==> src/rtl/pwm_pkg.sv <==
// Shared definitions for PWM sequencers: ramp state encoding and compare-width helper.
package pwm_pkg;

    typedef enum logic [1:0] {
        ST_IDLE,
        ST_UP,
        ST_DOWN
    } ramp_state_t;

    localparam int DEFAULT_RESOLUTION = 8;

    // Compare values need one extra bit so that 2^RESOLUTION (100% duty) is reachable.
    function automatic int compare_width(input int resolution);
        return resolution + 1;
    endfunction

endpackage

==> src/rtl/pwm_period_tick.sv <==
// Free-running period counter 0..r_top; r_top picks up a new top only at period start.
module pwm_period_tick #(
    parameter int WIDTH = 8
) (
    input  logic             i_clk,
    input  logic             i_rst,
    input  logic [WIDTH-1:0] i_top,
    output logic             o_tick
);

    logic [WIDTH-1:0] count;
    logic [WIDTH-1:0] r_top;

    assign o_tick = (count == r_top);

    always_ff @(posedge i_clk or posedge i_rst) begin
        if (i_rst) begin
            count <= '0;
            r_top <= '0;
        end else begin
            if (count == '0) begin
                r_top <= i_top;
            end
            if (o_tick) begin
                count <= '0;
            end else begin
                count <= count + 1'b1;
            end
        end
    end

endmodule

==> src/rtl/pwm_ramp_ctrl.sv <==
// Ramps a PWM compare value toward a target in fixed steps, one step per (dwell+1) periods,
// optionally bouncing between 0 and the target forever.
module pwm_ramp_ctrl
    import pwm_pkg::*;
#(
    parameter int RESOLUTION  = DEFAULT_RESOLUTION,
    parameter int DWELL_WIDTH = 16
) (
    input  logic                    i_clk,
    input  logic                    i_rst,
    input  logic [RESOLUTION-1:0]   i_top,
    input  logic                    i_top_valid,
    input  logic [RESOLUTION:0]     i_target,
    input  logic [RESOLUTION-1:0]   i_step,
    input  logic [DWELL_WIDTH-1:0]  i_dwell,
    input  logic                    i_breathe,
    input  logic                    i_cmd_valid,
    input  logic                    i_stop,
    output logic [RESOLUTION-1:0]   o_top,
    output logic                    o_top_valid,
    output logic [RESOLUTION:0]     o_compare,
    output logic                    o_compare_valid,
    output logic                    o_busy,
    output logic                    o_done
);

    localparam int CW = compare_width(RESOLUTION);
    localparam int AW = RESOLUTION + 2;
    localparam logic [CW-1:0] FULL_SCALE = CW'(1) << RESOLUTION;

    ramp_state_t            state, state_next;
    logic [CW-1:0]          target_r, target_next;
    logic [RESOLUTION-1:0]  step_r, step_next;
    logic [DWELL_WIDTH-1:0] dwell_r, dwell_next;
    logic                   breathe_r, breathe_next;
    logic [DWELL_WIDTH-1:0] dwell_cnt, dwell_cnt_next;
    logic [CW-1:0]          compare_next;
    logic                   compare_valid_next;
    logic                   done_next;
    logic                   tick;

    logic [CW-1:0]          target_clamped;
    logic [RESOLUTION-1:0]  step_eff;
    logic [CW-1:0]          floor_value;
    logic [AW-1:0]          sum, diff;
    logic [CW-1:0]          up_value, down_value;

    pwm_period_tick #(.WIDTH(RESOLUTION)) u_period_tick (
        .i_clk  (i_clk),
        .i_rst  (i_rst),
        .i_top  (o_top),
        .o_tick (tick)
    );

    assign target_clamped = (i_target > FULL_SCALE) ? FULL_SCALE : i_target;
    assign step_eff       = (i_step == '0) ? RESOLUTION'(1) : i_step;
    assign floor_value    = breathe_r ? '0 : target_r;
    assign sum            = AW'(o_compare) + AW'(step_r);
    assign diff           = AW'(o_compare) - AW'(step_r);
    assign up_value       = (sum >= AW'(target_r)) ? target_r : sum[CW-1:0];
    // compare - step < floor, rearranged so the underflow case needs no separate test.
    assign down_value     = (AW'(o_compare) < (AW'(step_r) + AW'(floor_value))) ? floor_value : diff[CW-1:0];
    assign o_busy         = (state != ST_IDLE);

    always_comb begin
        state_next         = state;
        target_next        = target_r;
        step_next          = step_r;
        dwell_next         = dwell_r;
        breathe_next       = breathe_r;
        dwell_cnt_next     = dwell_cnt;
        compare_next       = o_compare;
        compare_valid_next = 1'b0;
        done_next          = 1'b0;

        if (i_stop) begin
            state_next     = ST_IDLE;
            dwell_cnt_next = '0;
        end else if (i_cmd_valid) begin
            target_next    = target_clamped;
            step_next      = step_eff;
            dwell_next     = i_dwell;
            breathe_next   = i_breathe;
            dwell_cnt_next = '0;
            if (target_clamped > o_compare) begin
                state_next = ST_UP;
            end else if (target_clamped < o_compare) begin
                state_next = ST_DOWN;
            end else if (i_breathe && (target_clamped != '0)) begin
                state_next = ST_DOWN;
            end else begin
                state_next = ST_IDLE;
                done_next  = 1'b1;
            end
        end else if ((state != ST_IDLE) && tick) begin
            if (dwell_cnt == dwell_r) begin
                dwell_cnt_next     = '0;
                compare_valid_next = 1'b1;
                unique case (state)
                    ST_UP: begin
                        compare_next = up_value;
                        if (up_value == target_r) begin
                            if (breathe_r) begin
                                state_next = ST_DOWN;
                            end else begin
                                state_next = ST_IDLE;
                                done_next  = 1'b1;
                            end
                        end
                    end
                    ST_DOWN: begin
                        compare_next = down_value;
                        if (down_value == floor_value) begin
                            if (breathe_r) begin
                                state_next = ST_UP;
                            end else begin
                                state_next = ST_IDLE;
                                done_next  = 1'b1;
                            end
                        end
                    end
                    default: begin
                        state_next = ST_IDLE;
                    end
                endcase
            end else begin
                dwell_cnt_next = dwell_cnt + 1'b1;
            end
        end
    end

    always_ff @(posedge i_clk or posedge i_rst) begin
        if (i_rst) begin
            state           <= ST_IDLE;
            target_r        <= '0;
            step_r          <= '0;
            dwell_r         <= '0;
            breathe_r       <= 1'b0;
            dwell_cnt       <= '0;
            o_compare       <= '0;
            o_compare_valid <= 1'b0;
            o_done          <= 1'b0;
            o_top           <= '0;
            o_top_valid     <= 1'b0;
        end else begin
            state           <= state_next;
            target_r        <= target_next;
            step_r          <= step_next;
            dwell_r         <= dwell_next;
            breathe_r       <= breathe_next;
            dwell_cnt       <= dwell_cnt_next;
            o_compare       <= compare_next;
            o_compare_valid <= compare_valid_next;
            o_done          <= done_next;
            o_top_valid     <= i_top_valid;
            if (i_top_valid) begin
                o_top <= i_top;
            end
        end
    end

endmodule

==> config.mk <==
export PLATFORM = sky130hd
export DESIGN_NAME = pwm_ramp_ctrl
export DESIGN_NICKNAME = d
export VERILOG_FILES = /design/src/rtl/pwm_pkg.sv /design/src/rtl/pwm_period_tick.sv /design/src/rtl/pwm_ramp_ctrl.sv
export SDC_FILE = /design/constraint.sdc
export NUM_CORES = 1
export LEC_CHECK = 0
export CAP_MARGIN = 20
export CORE_AREA = 2 2 140 142
export CTS_CLUSTER_DIAMETER = 40
export CTS_CLUSTER_SIZE = 20
export DETAILED_ROUTE_END_ITERATION = 10
export DIE_AREA = 0 0 142 144
export PLACE_DENSITY = 0.66
export SLEW_MARGIN = 20
export SYNTH_ARGS = -nofsm -noshare
export SYNTH_HDL_FRONTEND = slang
export SYNTH_HIERARCHICAL = 1
export SYNTH_SLANG_ARGS = --single-unit
==> constraint.sdc <==
create_clock -name i_clk -period 5.35 [get_ports i_clk]
set_input_delay 0.535 -clock i_clk [delete_from_list [all_inputs] [get_ports i_clk]]
set_output_delay 0.535 -clock i_clk [all_outputs]
set_load 0.01 [all_outputs]
# Word-level counts from Yosys, hierarchy flattened

Cells that the tools add are included.
Widths: inputs -> output; s select.

Input port bits: 47
Logic and storage cells: 83
Register bits: 88
Output and inout bits: 21

Reduce and logical (&&, ||, !) cells: 12
Equality and inequality tests: 8
Order comparisons: 5
Multiplexer cells: 38
Add/sub/neg operators: 5
Bitwise logic cells: 2

Operator list:

| kind                  | number |
|---|---|
| $mux 16               | 4 |
| $mux 9                | 4 |
| $mux 2                | 10 |
| $eq 9x9->1            | 2 |
| $pmux 9 s2            | 1 |
| $add 16x1->16 const B | 1 |
| $eq 16x16->1          | 1 |
| $logic_not 8->1       | 2 |
| $mux 8                | 2 |
| $mux 1                | 15 |
| $add 8x9->10          | 1 |
| $add 9x8->10          | 1 |
| $ge 10x9->1           | 1 |
| $lt 9x10->1           | 1 |
| $gt 9x9->1            | 1 |
| $gt 9x9->1 const B    | 1 |
| $lt 9x9->1            | 1 |
| $reduce_bool 9->1     | 1 |
| $sub 9x8->9           | 1 |
| $add 8x1->8 const B   | 1 |
| $eq 8x8->1            | 1 |
| $ne 4x4->1 const B    | 2 |
| $reduce_bool 3->1     | 2 |
| $reduce_and 5->1      | 1 |
| 9 further kinds       | 12 |

# Depth between registers and ports, before layout

Depth after elaboration: 11
Mapped depth: 22

# Cells and area by module

The synthesis kept the hierarchy.

By module, submodules not included:

| module          | seq. area each (µm²) | instances | cells an instance | area each (µm²) |
|---|---|---|---|---|
| pwm_ramp_ctrl   | 1801.7               | 1         | 660               | 6049.6 |
| pwm_period_tick | 400.4                | 1         | 69                | 857.1 |

# Worst setup path before layout

OpenSTA, ideal clock, no wires.

Path type: reg2reg
Start: register breathe_r
End: register o_compare[7]
Arrival time: 4.347 ns
Buffers on the path: 4
Period minus slack after synthesis: 4.412 ns
Path slack: 0.938 ns
Stages on the path, launching flop included: 22
Setup time: 0.065 ns
Cell sequence: dfrtp_1 > buf_2 > buf_2 > clkbuf_1 > nor2_1 > ha_1 > ha_1 > o31ai_1 > o21ai_0 > o2bb2ai_1 > o221ai_1 > nand3_1 > or4_1 > and3_1 > ha_1 > nand4_1 > o211ai_1 > o211a_1 > buf_2 > mux2_2 > mux2i_1 > mux2_2

Cells in the longest elaborated chain, start to end: 5

Ends and longest elaborated chain:

| what                   | line                 | source |
|---|---|---|
| start, declared        | pwm_ramp_ctrl.sv:35  | `logic breathe_r, breathe_next;` |
| start signal, assigned | pwm_ramp_ctrl.sv:150 | `breathe_r <= breathe_next;` |
| $mux 9 *               | pwm_ramp_ctrl.sv:57  | `assign floor_value = breathe_r ? '0 : target_r;` |
| $add 8x9->10           | pwm_ramp_ctrl.sv:62  | `assign down_value = (AW'(o_compare) < (AW'(step_r) + AW'(floor_value))) ? floor_value : diff[CW-1:0];` |
| $lt 9x10->1            | pwm_ramp_ctrl.sv:62  |  |
| $mux 9 *               | pwm_ramp_ctrl.sv:62  |  |
| $pmux 9 s2 *           | pwm_ramp_ctrl.sv:99  | `unique case (state)` |
| end signal, assigned   | pwm_ramp_ctrl.sv:152 | `o_compare <= compare_next;` |
| end, declared          | pwm_ramp_ctrl.sv:21  | `output logic [RESOLUTION:0] o_compare,` |

Mark *: on every way between the ends. The rest lies on a longest branch, timed or not.
A chain may end at the register's enable or synchronous reset.

# Worst setup path after layout

Start: register target_r[1]
End: register o_compare[0]

Cells in the longest elaborated chain, start to end: 5
Elaborated cells on any way between the ends: 7
Those cells by class: 1 x add/sub; 2 x order compare; 4 x mux

Ends and longest elaborated chain:

| what                   | line                 | source |
|---|---|---|
| start, declared        | pwm_ramp_ctrl.sv:32  | `logic [CW-1:0] target_r, target_next;` |
| start signal, assigned | pwm_ramp_ctrl.sv:147 | `target_r <= target_next;` |
| $mux 9                 | pwm_ramp_ctrl.sv:57  |  |
| $add 8x9->10           | pwm_ramp_ctrl.sv:62  |  |
| $lt 9x10->1            | pwm_ramp_ctrl.sv:62  |  |
| $mux 9                 | pwm_ramp_ctrl.sv:62  |  |
| $pmux 9 s2 *           | pwm_ramp_ctrl.sv:99  |  |

Marked as above.

==> results.md <==
* First drt pass iteration count at 4
* Largest vdd supply drop at 0.216 mV
* Row count at 51
* H-tree depth at 3
* Worst rel slew slack at 49.2%
* Critical path class: reg2reg
* Minimum clock period at 4.50 ns
* Main synth FF type: dfrtp_1
* Clock latency on the worst-skew pair at 0.36 ns
* WL final at 17,500 µm
* Setup bufs post-CTS at 0
* Post-synthesis sequential area ratio at 31.9%
* Clock sinks at 88
* Pwr dens at 286 mW/mm²
* Post-Syn Area at 0.00691 mm²
* Clock group share of total power at 27.1%
* Vias in the first global route at 5,564
* Number of buffers inserted by port buffering at 67
* Final setup viols at 0
* CP peak stage delay at 0.51 ns
* Synth cell count leaders: dfrtp_1, ha_1, mux2_2
* Core Area at 0.0191 mm²
* CTS Hold Bufs at 0
* Clock Path Buffers at 2
* EDFF count, synth at 0
* Worst-path clk slew at 0.07 ns
* Cell internal pwr at 0.00148 W
* Num CTS Buffers at 9
* RSZ-0062 raised after global routing: no
* Root Buffer: clkbuf_16
* Switching share of power at 35.8%
* Asr flop ratio synth at 100%
* Share of layout cells above drive strength 1 at 11.6%
* Vias per inst at 5.40
* Hold WC Path Type: reg2reg
* Cell count after placement at 1,009
* Combinational share of power at 34.0%
* # nets final at 883
* N_diodes at 0
* Die Y at 144 µm
* Share of the synthesized area in the top cell type at 31.9%
* Largest area contributor in the netlist: dfrtp_1
* Iteration-0 DRC Markers at 339
* Initial Util at 36.2%
* DRC at 0
* Pin count of the biggest net entering global routing at 49
* Critical Path Fanout Max at 9
* Vias post-DR at 5,537
* Grt ovf at 0
* FF+latch count, synth at 88
* Avg WL per Cell at 17.1 µm
* Most common cell in the synthesized netlist: dfrtp_1
* Pwr Total at 0.00231 W
* Worst hold slack at 0.520 ns
* Yosys warns at 6
* Post-Layout Cell Count at 1,025
* Final count of pins violating max slew at 0
* Setup crit end kind: register
* Post-Syn Area per Cell at 9.47 µm²
* GP Congestion at 0.882
* Synth Instances at 729
* Unique masters post-synth at 79
* Slew @ Worst Pin at 0.754 ns
* DP HPWL at 13,500 µm
* CP arrival at 4.72 ns
* Syn-to-layout area delta at 16.7%
* Setup TNS at 0 ns
* First-pass GRT wire length at 29,100 µm
* Die W at 142 µm
* WP data required at 5.57 ns
* Post-DRT Antenna Nets at 0
* Crit share post-route at 84.2%
* Antenna violations before repair at 0
* # IOs at 68
* Mapped Nets at 830
* FMAX at 222 MHz
* Post_cts resized at 0
* Seq pwr share at 38.9%
* Leak at 3.33 nW
* CP max stage cell: dfrtp_1
* Final Util at 42.3%
* Die area at 0.0204 mm²
* Net Sw Power at 0.000825 W
* Status: finished clean
* WP buf/inv at 0
* Largest delay share family, worst path: compound AO/OA/AOI/OAI gates
* Final hold vios at 0
* Critical-path cell list: nor2b_1 > xnor2_1 > ha_1 > o31ai_1 > o21ai_0 > o2bb2ai_1 > o221ai_1 > nand3_1 > or4_1 > and3_1 > ha_1 > nand4_1 > o211ai_1 > o211a_1 > mux2_2 > mux2i_1 > o21ai_0
* Area contributors post-synth: dfrtp_1, ha_1, mux2_2
* Critical Path Source Type: register
* Maxcap violations at 0
* Aggregate global-route resource usage at 18.1%
* CTS tree: done
* Setup Skew at 0.0123 ns
==> worst register-to-register path, delay by kind of cell, from the launching register on <==
kind	cells	cell delay, ns
AO/OA/AOI/OAI	7	1.56
AND/OR/NAND/NOR	5	1.15
adder cells (fa/ha/maj)	2	0.54
flip-flops	1	0.51
multiplexers	2	0.51
XOR/XNOR	1	0.11
==> cell type report <==
class | count | area, µm²
clock buffers | 10 | 239
clock inverters | 6 | 48.8
fillers | 1869 | 11000
inverters | 46 | 175
multi-input cells | 564 | 4380
flip-flops and latches | 88 | 2200
well taps | 238 | 298
repair buffers | 73 | 716
==> final timing paths <==
path,start,to,slack (ns),depth (start not counted)
max,target_r[1],o_compare[0],0.85,17
min,u_period_tick/r_top[6],u_period_tick/r_top[6],0.52,1
max reg2reg,target_r[1],o_compare[0],0.85,17
min reg2reg,u_period_tick/r_top[6],u_period_tick/r_top[6],0.52,1
max in group asynchronous,i_rst,o_compare_valid,3.90,3
min in group asynchronous,i_rst,u_period_tick/r_top[6],0.66,2
==> layer usage <==
layer / share of wire (%) / track usage (%) / wire (µm)
met1: 46 / 24.1 / 8100
met2: 47 / 30.2 / 8290
met3: 5.3 / 3.87 / 929
met4: 1.1 / 4.05 / 194
met5: 0 / 0 / 0
==> metrics by stage <==
step	area [µm²]	worst slack (ns)
floorplan	6910	0.938
detailed placement	7770	0.852
finish	8060	0.847
CTS	8060	0.864
global placement	7770	0.929
global route	8060	0.471
==> flip-flops by register name (all words and copies together) (netlist names), 2 cells and up <==
name,cells
u_period_tick/count,8
o_compare,9
dwell_r,16
o_top,8
dwell_cnt,16
u_period_tick/r_top,8
step_r,8
state,2
target_r,9
==> power by group through the flow <==
stage | sequential (W) | combinational, W | clock, W
after floorplan | 0.000849 | 0.000659 | 0
after CTS | 0.000898 | 0.000789 | 0.000642
after detailed placement | 0.000909 | 0.000785 | 0
after global placement | 0.000906 | 0.000772 | 0
after global routing | 0.000915 | 0.000876 | 0.000670
final | 0.000897 | 0.000784 | 0.000626
==> cell families (layout without fill, tap and decap cells) <==
kind of cell / Yosys count / in the layout / synth area share (%)
xor gates and xnor gates: 75 / 75 / 9.82
muxes: 73 / 73 / 11.5
buffers and inverters: 77 / 135 / 4.76
AOI/OAI and AO/OA: 138 / 138 / 14.2
adders and majority gates: 56 / 56 / 10.3
and+or+nand+nor: 222 / 222 / 17.6
DFF: 88 / 88 / 31.9
==> cells in the final DEF, fill, tap and decap left out, types with 24 or more instances in the layout <==
cell	n
nor2_1	48
xor2_1	26
xnor2_1	47
ha_1	52
mux2_2	50
nand2_1	43
inv_1	45
nor2b_1	25
clkdlybuf4s50_1	67
a21oi_1	24
o21ai_0	32
dfrtp_1	88
(Power assumes the default switching activity.)
